===== config.mk =====
export PLATFORM = sky130hd
export DESIGN_NAME = spi_ram
export DESIGN_NICKNAME = d
export VERILOG_FILES = /design/src/rtl/spi_ram.sv
export SDC_FILE = /design/constraint.sdc
export NUM_CORES = 2
export LEC_CHECK = 0
export CORE_ASPECT_RATIO = 0.5
export CORE_MARGIN = 5
export CORE_UTILIZATION = 63
export DETAILED_ROUTE_END_ITERATION = 7
export PLACE_DENSITY = 0.79
export SETUP_SLACK_MARGIN = 0.5
export SYNTH_ARGS = -nofsm -noshare
export SYNTH_HDL_FRONTEND = slang
export SYNTH_SLANG_ARGS = --single-unit

===== constraint.sdc =====
create_clock -name clk -period 3.7 [get_ports clk]
set_input_delay 1.11 -clock clk [delete_from_list [all_inputs] [get_ports clk]]
set_output_delay 1.11 -clock clk [all_outputs]
set_load 0.01 [all_outputs]

===== src/rtl/spi_ram.sv =====
// ----------------------------------------------------------------------------
// spi_ram
//   Byte-wide command-driven RAM that sits behind an SPI slave. The slave
//   delivers 10-bit command words; the RAM acts on each word once, on the
//   rising edge of rx_valid. Read data is returned on dout with tx_valid held
//   high until the next accepted command.
//
//   Command word din[9:8] opcode, din[7:0] payload:
//     2'b00  load write pointer from payload
//     2'b01  write payload at write pointer, then advance write pointer
//     2'b10  load read pointer from payload
//     2'b11  fetch word at read pointer onto dout, then advance read pointer
//
// Ports
//   clk       in   clock, all state updates on its rising edge
//   rst_n     in   synchronous active-low reset (memory contents retained)
//   din       in   [9:0] command word from the SPI slave
//   rx_valid  in   din valid, may be held high across many cycles
//   dout      out  [7:0] read data, registered
//   tx_valid  out  dout valid, registered and level-held
// ----------------------------------------------------------------------------
module spi_ram #(
  parameter int MEM_DEPTH = 256,
  parameter int ADDR_SIZE = 8
) (
  input  logic       clk,
  input  logic       rst_n,
  input  logic [9:0] din,
  input  logic       rx_valid,
  output logic [7:0] dout,
  output logic       tx_valid
);

  localparam logic [1:0] OP_SET_WR = 2'b00;
  localparam logic [1:0] OP_WRITE  = 2'b01;
  localparam logic [1:0] OP_SET_RD = 2'b10;
  localparam logic [1:0] OP_READ   = 2'b11;

  localparam logic [ADDR_SIZE-1:0] ADDR_ONE = ADDR_SIZE'(1);

  logic                 rx_valid_q;
  logic [ADDR_SIZE-1:0] wr_addr_q, wr_addr_d;
  logic [ADDR_SIZE-1:0] rd_addr_q, rd_addr_d;
  logic [7:0]           dout_q, dout_d;
  logic                 tx_valid_q, tx_valid_d;

  logic                 accept_s;
  logic [1:0]           opcode_s;
  logic                 mem_we_s;

  // Not reset: contents survive rst_n so the array can map onto block RAM.
  logic [7:0] mem [MEM_DEPTH];

  // Command decode and next-state computation for pointers and outputs.
  always_comb begin
    accept_s   = rx_valid & ~rx_valid_q;
    opcode_s   = din[9:8];
    wr_addr_d  = wr_addr_q;
    rd_addr_d  = rd_addr_q;
    dout_d     = dout_q;
    tx_valid_d = tx_valid_q;
    mem_we_s   = 1'b0;
    if (accept_s) begin
      case (opcode_s)
        OP_SET_WR: begin
          wr_addr_d  = din[ADDR_SIZE-1:0];
          tx_valid_d = 1'b0;
        end
        OP_WRITE: begin
          // Pointer width equals log2(MEM_DEPTH), so the increment wraps.
          mem_we_s   = 1'b1;
          wr_addr_d  = wr_addr_q + ADDR_ONE;
          tx_valid_d = 1'b0;
        end
        OP_SET_RD: begin
          rd_addr_d  = din[ADDR_SIZE-1:0];
          tx_valid_d = 1'b0;
        end
        OP_READ: begin
          // Read of a registered address into a registered output keeps the
          // array a synchronous-read RAM; a back-to-back read keeps tx_valid up.
          dout_d     = mem[rd_addr_q];
          rd_addr_d  = rd_addr_q + ADDR_ONE;
          tx_valid_d = 1'b1;
        end
        default: begin
          tx_valid_d = tx_valid_q;
        end
      endcase
    end else begin
      mem_we_s   = 1'b0;
      tx_valid_d = tx_valid_q;
    end
  end

  // Control and output registers with synchronous active-low reset.
  always_ff @(posedge clk) begin
    if (!rst_n) begin
      rx_valid_q <= 1'b0;
      wr_addr_q  <= '0;
      rd_addr_q  <= '0;
      dout_q     <= 8'h00;
      tx_valid_q <= 1'b0;
    end else begin
      rx_valid_q <= rx_valid;
      wr_addr_q  <= wr_addr_d;
      rd_addr_q  <= rd_addr_d;
      dout_q     <= dout_d;
      tx_valid_q <= tx_valid_d;
    end
  end

  // Memory write port; a write coinciding with reset is dropped.
  always_ff @(posedge clk) begin
    if (rst_n && mem_we_s) begin
      mem[wr_addr_q] <= din[7:0];
    end
  end

  assign dout     = dout_q;
  assign tx_valid = tx_valid_q;

endmodule


== Yosys cells after proc, flatten, opt, wreduce, memory -nomap -nowiden ==
Memories as Yosys holds them, arrays and structs flattened. A register that Yosys moved wholly into a read port is not among the register bits.
Cells that the tools add are included.

* Reductions and logical operators: 9
* Add/sub/neg operators: 2
* Mux-type cells: 7
* Equality and inequality tests: 3
* Bitwise gates (word level): 2

{| class="wikitable"
|+ Operators with widths
! cell !! count
|-
| 8-bit one-hot mux with 2 select lines || 2
|-
| 8-bit by 1-bit adder with 8-bit output (second input constant) || 2
|-
| 2-bit AND reduction || 3
|-
| 2-bit equality test (second input constant) || 2
|-
| 1-bit 2-to-1 mux || 4
|-
| 2-bit nonzero test || 2
|-
| 3-bit OR reduction || 1
|-
| 2-bit by 1-bit equality test with 1-bit output (second input constant) || 1
|-
| 2-bit zero test || 1
|-
| 1-bit one-hot mux with 2 select lines || 1
|-
| 1-bit AND || 1
|-
| 1-bit logical AND || 1
|-
| 1-bit zero test || 1
|-
| 1-bit NOT || 1
|}

* Logic and storage cells: 28
* Memories: 1
* Output and inout bits: 9
* Bits in writable memories: 2,048
* Register bits after elaboration: 18

{| class="wikitable"
|+ Memories
! name !! depth !! width !! rd ports !! clocked after memory_dff !! write ports !! line !! source
|-
| mem || 256 || 8 || 1 || 1 || 1 || 52 || <nowiki>logic [7:0] mem [MEM_DEPTH];</nowiki>
|}

== Logic depth before layout (Yosys ltp) ==
* Word-level depth: 6
* Gate-level depth with buffers: 12
* Mapped depth without buffers: 7

== Least setup slack after synthesis ==
OpenSTA, ideal clock, no wires.

* Path type: input -> register
* From: in din[8]
* To: mem mem[102][0] (enable)
* Setup time: 370 ps
* Slack: 290 ps
* Stages on the path: 7
* Data required time: 3,330 ps
* Buffers on the path: 3
* Arrival time: 3,040 ps
* Path through: clkbuf_1 nand2b_1 nor3_1 buf_2 nand3_1 clkbuf_1 nor2_1

* Word-level cells in the longest chain between the ends: 6

{| class="wikitable"
|+ RTL lines
! element !! line !! source
|-
| from (decl) || 28 || <nowiki>input logic [9:0] din,</nowiki>
|-
| 2-bit by 1-bit equality test with 1-bit output || 64 || <nowiki>case (opcode_s)</nowiki>
|-
| 1-bit 2-to-1 mux || 64 ||
|-
| 1-bit 2-to-1 mux || 63 || <nowiki>if (accept_s) begin</nowiki>
|-
| 1-bit logical AND || 115 || <nowiki>if (rst_n && mem_we_s) begin</nowiki>
|-
| 1-bit 2-to-1 mux || 115 ||
|-
| 1-bit 2-to-1 mux (not written as such) || 116 || <nowiki>mem[wr_addr_q] <= din[7:0];</nowiki>
|-
| to (decl) || 52 ||
|}

No other way between the ends.

==> results.yml <==
run_status:
  status: "completed"
sta:
  worst_clock_skew_ns: 0.04081
  finalCritPeriodShare_pct: 88.27
  min_period_ns: 3.266
  hold_violations: 0
  setup_viol: 0
  setup_slack_ns: 0.4340
  final_max_slew_viol_count: 0
  max_freq_mhz: 306.2
  tns_ns: 0
  worst_slew_pin_slew_ns: 1.209
  rsz0062_at_grt: "yes"
  timing.slew.headroom_pct: 19.22
cts:
  cts_hold_buf: 0
  cts_root_buf: "clkbuf_16"
  clock_latency_ns: 0.81
  cts_buffers: 170
  cts_sinks: 2074
  cts_max_level: 4
  cts.path.max_buffers: 3
  cts_tree: "built"
  path_clk_slew_ns: 0.07
yosys:
  synth_cell_types: 64
  netlist_instances: 4005
  synth_area_leaders: "edfxtp_1 76%, mux4_2 11%, mux2i_1 2.7%"
  ys_seq_area_share_pct: 76.85
  yosys_warnings: 0
  yosysMostFrequentCell: "edfxtp_1"
  syn_area_per_cell_um2: 20.15
  synth_edf_count: 2048
  synth.cell_area_um2: 80700
  yosysTopAreaCellShare_pct: 76.20
  synth_area_leader_cell: "edfxtp_1"
  async_reset_ff_share_pct: 0
  yosys_most_used_dff: "edfxtp_1"
  synth_seq_cells: 2074
  syn_nets: 4023
  synth_common_cells: "2,048 x edfxtp_1, 405 x mux4_2, 284 x nor2_1"
global_route:
  grt_pass1_vias: 43760
  grt_pass1_wl_mm: 302.2
  antenna_found_initial: 8
  track_usage_pct: 30.79
  grt_remaining_overflow: 0
  grt_max_degree: 85
min_path:
  hp-start: "wr_addr_q[1]"
  worst_hold_path.endpoint: "wr_addr_q[1]"
  whs_path_depth: 2
  hp-class: "reg -> reg"
power_and_ir_drop:
  ir_worst_vdd_uv: 535.4
  pwr_density_cell_nw_per_um2: 505.1
  p_leak_nw: 28.14
setup_path:
  r2r_cells: 9
  endpoint_kind: "flip-flop"
  worstReg2RegStart: "rd_addr_q[0]"
  crit_type: "reg -> reg"
  cp_data_arrival_time_ns: 3.94
  crit_fanout: 25
  worstPathRequired_ns: 4.37
  start_kind: "flip-flop"
  r2r_end: "dout[5]"
  r2r_setup_slack_ns: 0.43
final_layout:
  synthToLayoutAreaGrowth_pct: 13.99
  fin_area_um2: 91990
  drive_gt1_share_pct: 27.96
  fin_util_pct: 72.65
  final_net_count: 4434
drt:
  firstDrtPassIters: 6
  final_antenna_net_count: 0
  wire_per_inst_um: 33.22
  first_iter_violations: 7248
  vias_per_cell: 7.030
  vias: 43970
  drc: 0
  routed_wl_mm: 207.7
placement:
  place_area_um2: 86130
  place_worst_setup_slack_ns: -0.1863
  portBuffers: 21
  gp_congestion: 0.9138
  hpwl_mm: 123.3
die:
  die_h_um: 263.1
  die_x_um: 516.2
  core_um2: 126600
  fp-row-count: 92
  floorplan.initialDensity_pct: 63.74
  dieArea_um2: 135800
  num_io_pins: 22
job:
  cap_viol_max_count: 0
## flip-flops by register name, summed over array words and instances, names as in the netlist
name	count
dout	8
mem	2048
rd_addr_q	8
rx_valid_q	1
tx_valid	1
wr_addr_q	8
## report_power, final
group / internal, mW / switching (mW)
logic: 0.793 / 1.48
clock network: 10.1 / 8.26
registers: 25.8 / 0.0463
total: 36.7 / 9.79
## critical path, stage by stage, from the launching register on
cell and delay (ns):
dfxtp_4 0.45, buf_12 0.24, mux4_2 0.58, nand2_1 0.10, a21oi_1 0.16, a2111oi_0 0.92, buf_4 0.25, or3_1 0.11
or3_1 0.18, nand3_1 0.10
## per-stage QoR
stage	total power [mW]	hold WS (ns)	instances
5_1_grt	47.66	0.5316	6248
3_5_place_dp	28.51	0.4968	5923
4_1_cts	46.50	0.5054	6245
6_report	46.47	0.5173	6254
2_1_floorplan	27.50	0.4648	4005
3_3_place_gp	28.44	0.4793	5923
## layout make-up
class | count | area (um^2)
multi-input cells | 1673 | 17550
fillers | 6692 | 34630
clock inverters | 103 | 980.9
inverters | 8 | 30.03
diodes | 6 | 15.01
clock buffers | 209 | 4592
well taps | 1692 | 2117
flip-flops and latches | 2074 | 62030
repair buffers | 489 | 4678
## per-layer routing
metal	wire (um)	vias to the layer above	share of wire, %	GRT usage (%)
li1	-	17410	-	-
met1	72580	22240	35	43.49
met2	96000	3703	46	46.34
met3	29950	604	14	8.677
met4	9175	4	4.4	12.56
met5	26	-	0.013	0
## how the worst max path moves through the flow
| stage | startpoint | cells after the start | end |
|---|---|---|---|
| after floorplan | din[8] | 7 | mem[117][0] |
| after CTS | rd_addr_q[2] | 8 | dout[1] |
| after global placement | rx_valid | 8 | dout[1] |
| after detailed placement | rx_valid | 8 | dout[1] |
| after global routing | rx_valid | 8 | dout[5] |
| final | rd_addr_q[0] | 9 | dout[5] |
## timing repair
action / 4_1_cts / 5_1_grt
endpoints found under the setup margin: 8 / 7
resized for setup: 11 / 15
setup buffers: 10 / 3
## placed cells by master, fill, tap and decap left out, drive strengths merged, types with 7 or more instances in the layout
cell type,n
edfxtp,2048
buf,468
mux4,405
nor2,284
clkbuf,217
mux2i,216
nand2,140
o22ai,95
clkinv,74
a21oi,69
a22oi,69
o221ai,69
nand3,50
o21ai,48
dfxtp,26
nor3,19
bufinv,18
a31oi,17
a211oi,17
nor2b,17
nand4,16
or3,16
a21boi,15
a2111oi,15
clkdlybuf4s50,13
inv,13
a22o,9
o32ai,9
o41ai,8
nor4,8
o211ai,7
## logic make-up (layout without fill, tap and decap cells)
kind of cell	Yosys count	after routing	share of synthesized area [%]
other	0	6	0
multiplexers	623	623	14.01
AND/OR/NAND/NOR	578	578	3.104
AO/OA/AOI/OAI	465	465	4.012
adder cells (fa/ha/maj)	5	5	0.07752
buffers and inverters	258	809	1.926
flip-flops	2074	2074	76.85
XOR/XNOR	2	2	0.02171
No activity file was read; power rests on OpenSTA's default activity.
